[config.mk]
export PLATFORM = sky130hd
export DESIGN_NAME = rgb_led_driver
export DESIGN_NICKNAME = d
export VERILOG_FILES = /design/src/rtl/rgb_pkg.sv /design/src/rtl/rgb_glitch_filter.sv /design/src/rtl/rgb_led_driver.sv
export SDC_FILE = /design/constraint.sdc
export NUM_CORES = 1
export LEC_CHECK = 0
export ABC_AREA = 1
export ABC_CLOCK_PERIOD_IN_PS = 4040
export CAP_MARGIN = 20
export CELL_PAD_IN_SITES_DETAIL_PLACEMENT = 0
export CELL_PAD_IN_SITES_GLOBAL_PLACEMENT = 1
export CORE_ASPECT_RATIO = 1.5
export CORE_MARGIN = 5
export CORE_UTILIZATION = 44
export CTS_CLUSTER_DIAMETER = 40
export DETAILED_ROUTE_END_ITERATION = 8
export PLACE_DENSITY_LB_ADDON = 0.2
export SLEW_MARGIN = 5
export SYNTH_ARGS = -nofsm -noshare
export SYNTH_HDL_FRONTEND = slang
export SYNTH_SLANG_ARGS = --single-unit
[constraint.sdc]
create_clock -name clk -period 4.04 [get_ports clk]
set_input_delay 0.404 -clock clk [delete_from_list [all_inputs] [get_ports clk]]
set_output_delay 0.404 -clock clk [all_outputs]
set_load 0.02 [all_outputs]
[src/rtl/rgb_pkg.sv]
// Shared colour types for the RGB LED path: colour-triple struct and helpers.
package rgb_pkg;

    typedef struct packed {
        logic r;
        logic g;
        logic b;
    } rgb_t;

    localparam rgb_t RGB_OFF = rgb_t'(3'b000);

    // Gate every channel of a colour with a single enable (the PWM "on" phase).
    function automatic rgb_t rgb_mask(input rgb_t color, input logic enable);
        rgb_t result;
        result.r = color.r & enable;
        result.g = color.g & enable;
        result.b = color.b & enable;
        return result;
    endfunction

endpackage

[src/rtl/rgb_glitch_filter.sv]
// Accepts a colour only after it has been sampled unchanged for STABLE_CYCLES clocks.
module rgb_glitch_filter
    import rgb_pkg::*;
#(
    parameter int STABLE_CYCLES = 4
) (
    input  logic clk,
    input  logic rst_n,
    input  rgb_t in,
    output rgb_t stable
);

    localparam int CNT_BITS = (STABLE_CYCLES > 1) ? $clog2(STABLE_CYCLES) : 1;
    localparam logic [CNT_BITS-1:0] CNT_LAST = CNT_BITS'(STABLE_CYCLES - 1);

    rgb_t                cand_r;
    rgb_t                stable_r;
    logic [CNT_BITS-1:0] cnt_r;

    // Candidate tracking with a saturating run-length counter; a new value restarts the count.
    always_ff @(posedge clk or negedge rst_n) begin
        if (!rst_n) begin
            cand_r <= RGB_OFF;
            cnt_r  <= CNT_BITS'(0);
        end else if (in != cand_r) begin
            cand_r <= in;
            cnt_r  <= CNT_BITS'(0);
        end else if (cnt_r != CNT_LAST) begin
            cand_r <= cand_r;
            cnt_r  <= cnt_r + CNT_BITS'(1);
        end else begin
            cand_r <= cand_r;
            cnt_r  <= cnt_r;
        end
    end

    // Promote the candidate once its run has reached the required length.
    always_ff @(posedge clk or negedge rst_n) begin
        if (!rst_n) begin
            stable_r <= RGB_OFF;
        end else if (cnt_r == CNT_LAST) begin
            stable_r <= cand_r;
        end else begin
            stable_r <= stable_r;
        end
    end

    assign stable = stable_r;

endmodule

[src/rtl/rgb_led_driver.sv]
// Filters decoder colour levels and drives three LED channels with a brightness PWM,
// updating colour and duty only at PWM period boundaries.
module rgb_led_driver
    import rgb_pkg::*;
#(
    parameter int CNT_W         = 8,
    parameter int STABLE_CYCLES = 4
) (
    input  logic             clk,
    input  logic             rst_n,
    input  logic             r_in,
    input  logic             g_in,
    input  logic             b_in,
    input  logic [CNT_W-1:0] brightness,
    output logic             led_r,
    output logic             led_g,
    output logic             led_b,
    output logic             period_start,
    output logic             color_changed
);

    localparam logic [CNT_W-1:0] PWM_LAST = {CNT_W{1'b1}};

    rgb_t             in_s;
    rgb_t             stable_s;
    rgb_t             drive_s;
    rgb_t             color_q_r;
    logic [CNT_W-1:0] pwm_cnt_r;
    logic [CNT_W-1:0] duty_q_r;
    logic             color_changed_r;
    logic             wrap_s;
    logic             on_s;

    // Pack the decoder levels into the colour struct.
    always_comb begin
        in_s   = RGB_OFF;
        in_s.r = r_in;
        in_s.g = g_in;
        in_s.b = b_in;
    end

    rgb_glitch_filter #(
        .STABLE_CYCLES(STABLE_CYCLES)
    ) u_filter (
        .clk    (clk),
        .rst_n  (rst_n),
        .in     (in_s),
        .stable (stable_s)
    );

    // Free-running PWM counter; wraps naturally at its width.
    always_ff @(posedge clk or negedge rst_n) begin
        if (!rst_n) begin
            pwm_cnt_r <= CNT_W'(0);
        end else begin
            pwm_cnt_r <= pwm_cnt_r + CNT_W'(1);
        end
    end

    assign wrap_s = (pwm_cnt_r == PWM_LAST);

    // Capture duty and colour on the wrap edge so a period is never shown half-updated.
    always_ff @(posedge clk or negedge rst_n) begin
        if (!rst_n) begin
            duty_q_r        <= CNT_W'(0);
            color_q_r       <= RGB_OFF;
            color_changed_r <= 1'b0;
        end else if (wrap_s) begin
            duty_q_r        <= brightness;
            color_q_r       <= stable_s;
            color_changed_r <= (stable_s != color_q_r);
        end else begin
            duty_q_r        <= duty_q_r;
            color_q_r       <= color_q_r;
            color_changed_r <= 1'b0;
        end
    end

    // Decode LED drive from flops only; the max duty deliberately leaves the last clock dark.
    always_comb begin
        on_s    = (pwm_cnt_r < duty_q_r);
        drive_s = rgb_mask(color_q_r, on_s);
    end

    assign led_r         = drive_s.r;
    assign led_g         = drive_s.g;
    assign led_b         = drive_s.b;
    assign period_start  = (pwm_cnt_r == CNT_W'(0));
    assign color_changed = color_changed_r;

endmodule

* Yosys cells after proc, flatten, opt, wreduce, memory -nomap -nowiden *
Index checks and enable logic that the tools add are counted.

cells by class
  order comparisons = 1
  reductions and logical operators = 2
  bitwise operators = 3
  multiplexer cells = 3
  eq/ne operators = 5
  add/subtract/negate cells = 2

operators by type and width
  kind                 count
  $add 8x1->8 const B  1
  $eq 8x8->1 const B   1
  $logic_not 8->1      1
  $lt 8x8->1           1
  $ne 3x3->1           2
  $mux 2               2
  $and 1x1->1          3
  $add 2x1->2 const B  1
  $eq 2x2->1 const B   1
  $ne 2x2->1 const B   1
  $reduce_bool 2->1    1
  $mux 1               1

word-level totals
  output and inout bits = 5
  word-level logic and storage cells = 29
  bits in registers = 28

* Longest topological paths before layout *
  word-level depth = 3
  depth in mapped cells = 9
  gate-level depth less buffers = 9

* Modules after synthesis *
From an unflattened synthesis, not the netlist that was laid out.

unflattened totals
  cells, all modules = 147
  area total of the unflattened synthesis = 1433.9 µm²

modules (own cells, without submodules)
  module             cells an instance  area each (µm²)  instances
  rgb_led_driver     111                1086.0           1
  rgb_glitch_filter  36                 347.8            1

* Least setup slack after synthesis *
Ideal clock, no wire load.

  path kind = reg2out
  start point = reg pwm_cnt_r[5]
  end point = out led_b
  required time = 3636 ps
  setup slack = 2306 ps
  stages on the path, launching flop included = 6
  data arrival time = 1330 ps
  cells stage by stage = dfrtp_1 -> ha_1 -> a21oi_1 -> o21a_1 -> nand2_1 -> nor2_1

between the ends
  word-level cells in the longest chain between the ends = 2

RTL lines
  what                      line                  text
  start: declaration        rgb_led_driver.sv:28  logic [CNT_W-1:0] pwm_cnt_r;
  start signal: assignment  rgb_led_driver.sv:56  pwm_cnt_r <= pwm_cnt_r + CNT_W'(1);
  $lt 8x8->1                rgb_led_driver.sv:81  on_s = (pwm_cnt_r < duty_q_r);
  $and 1x1->1               rgb_pkg.sv:17         result.b = color.b & enable;
  end: declaration          rgb_led_driver.sv:17  output logic led_b,

Every way passes these cells.

* Worst setup path in the final report *
Ends and elaborated chain as after synthesis.

==> results.tsv <==
stage	metric	value	unit
run_status	status	completed	
sta	tightest_slew	0.463	ns
yosys	yosysWarnings	0	
cts	clk_pin_slew	0.09	ns
sta	period_share	0.620	
placement	place_ws	1.83	ns
die	dieArea	4460	um^2
setup_path	crit_fanout	6	
cells_and_area	multi_input_area	592	um^2
sta	setup-tns-final	0	ns
power	p_clk_frac	0.315	
yosys	syn_area	1410	um^2
placement	dp.cells	207	
placement	hpwl	2120	um
cts	cts_hold_buf	0	
power	combPwrFrac	0.073	
sta	max_freq	399	MHz
cts	cts_resized	0	
routing	drtIter0Drc	21	
cells_and_area	final_cell_area	1660	um^2
power	p_seq_frac	0.612	
cts	cts_root_buf	clkbuf_8	
die	initial_core_util	0.450	
cts	clock_sinks	28	
power	ir_drop	0.000193	V
power	total_power	472	uW
sta	hold_slack	0.386	ns
sta	slew_headroom	0.690	
yosys	muxShareOfSynthArea	0.00710	
placement	place_congestion	0.770	
cts	cts_setup_buffers	0	
yosys	syn_area_per_cell	9.09	um^2
power	powerDensity	285	nW/um^2
sta	drv_slew	0	
cells_and_area	layout_commonest_cell	nand2_1	
sta	clock_skew	0.00290	ns
yosys	synthesis.nets	178	
power	internal_power	370	uW
routing	routed_wl	2700	um
cells_and_area	regArea	701	um^2
cells_and_area	final_cell_mix	nand2_1 (38), dfrtp_1 (28), inv_1 (21)	
setup_path	r2r-start	pwm_cnt_r[1]	
die	die_h	79.3	um
setup_path	endpoint_kind	output port	
setup_path	crit_required	3.64	ns
yosys	yosys.area_share.xor_xnor	0.0560	
die	fp-row-count	25	
cts	clockBufferDepth	2	
global_routing	grt_max_degree	26	
yosys	synth_fa_ha_area_frac	0.0888	
sta	setup_violations	0	
sta	min_period	2.51	ns
global_routing	grt_overflow	0	
die	core	3130	um^2
yosys	ys_ff_latch	28	
sta	setup_slack	1.53	ns
cells_and_area	nets	196	
cts	numCtsBuffers	3	
global_routing	first_global_vias	1060	
setup_path	start_kind	register	
yosys	ys_types	24	
routing	wl_per_cell	12.8	um
routing	vias	1042	
setup_path	critPathKind	reg -> out	
sta	hold_viol_final	0	
global_routing	antenna_found_initial	0	
yosys	synth_cells	155	
global_routing	grt_usage	0.135	
power	switching_share	0.215	
die	die-width	56.2	um
yosys	yosys.area_share.simple	0.212	
cts	htreeDepth	1	
flow_run	max-cap-violations	0	
worst_hold_path	hold_class	in -> async	
routing	post-route-drc-count	0	
cells_and_area	fin_util	0.530	
cells_and_area	n_fill_cell	300	
cells_and_area	drive_gt1_frac	0.0643	
global_routing	grt_pass1_wl	4670	um
placement	io_buffers	17	
setup_path	arrival	2.10	ns
yosys	synth_compound_area_frac	0.0560	
power	switching_power	102	uW
routing	drtPass1Iterations	4	
placement	dpl_cell_area	1600	um^2
sta	rsz0062_at_grt	no	
cts	clk_latency	0.27	ns
cells_and_area	area.growth.synth_to_final	17.8	%
setup_path	cp-startpoint	pwm_cnt_r[5]	
yosys	synth_top_family_by_area	simple AND/OR/NAND/NOR gates	
cells_and_area	diodes	0	
routing	post_drt_via_cell_ratio	4.94	
yosys	ys_seq_area_frac	0.497	
power	p_leak	0.864	nW
die	io_pins	18	
cells_and_area	fin_cells	211	
setup_path	rrSetupSlack	2.51	ns
cts	cts_tree	done	
routing	ant_nets	0	
-- power groups by stage --
stage	registers, mW	clock network (mW)	logic (mW)
after detailed placement	0.294	0	0.0336
after CTS	0.289	0.152	0.0338
after floorplan	0.294	0	0.0120
final	0.289	0.149	0.0345
after global routing	0.289	0.165	0.0381
after global placement	0.294	0	0.0323
-- registers in the layout, summed over array words and instances (netlist names) --
| register | count |
|---|---|
| pwm_cnt_r | 8 |
| color_q_r | 3 |
| u_filter.cand_r | 3 |
| color_changed | 1 |
| u_filter.cnt_r | 2 |
| u_filter.stable | 3 |
| duty_q_r | 8 |
-- critical path, stage by stage (launching register included) --
cell and delay [ns]:
dfrtp_1 0.45, ha_1 0.33, a21oi_1 0.14, o21a_1 0.12, nand2_1 0.08, nor2_1 0.10
clkdlybuf4s50_1 0.61
-- metal layers --
| metal | vias to the layer above | track usage | part of all wire |
|---|---|---|---|
| met5 | - | 0 | 0 |
| met4 | 0 | 0.0499 | 0.011 |
| met3 | 2 | 0.0260 | 0.043 |
| met2 | 30 | 0.253 | 0.55 |
| met1 | 489 | 0.149 | 0.39 |
| li1 | 521 | - | - |
-- layout make-up --
cell class	count	area share
flip-flops and latches	28	0.422
multi-input cells	99	0.357
repair buffers	19	0.116
inverters	22	0.0498
well taps	40	0.0302
clock buffers	3	0.0249
-- cells by family (layout without fill, tap and decap cells) --
group,count (synthesis),after routing
AND/OR/NAND/NOR,66,66
flip-flops,28,28
buffers and inverters,28,44
AO/OA/AOI/OAI,13,13
adder cells (fa/ha/maj),10,10
XOR/XNOR,9,9
multiplexers,1,1
-- Yosys cell counts (all sizes together) --
cell     n  share of area
nand4    1         0.0044
xnor2    3          0.019
buf      2          0.013
nand3   13          0.046
nand2   39           0.11
ha      10          0.089
xor2     6          0.037
clkbuf   4          0.011
o22ai    3          0.013
a21oi    3          0.011
inv     22          0.059
mux2i    1         0.0071
nor4     1         0.0044
o21ai    6          0.027
o21a     1         0.0053
dfrtp   28           0.50
nor3     3          0.019
nor2     9          0.029
-- final timing paths --
check                           depth (start not counted)            end
worst max-delay path                                    6          led_b
worst min-delay path                                    1    duty_q_r[2]
worst max register to register                          7  color_changed
worst min register to register                          2    duty_q_r[7]
max in group asynchronous                               3   pwm_cnt_r[0]
min in group clk                                        2    duty_q_r[7]
No activity file was read; power rests on OpenSTA's default activity.
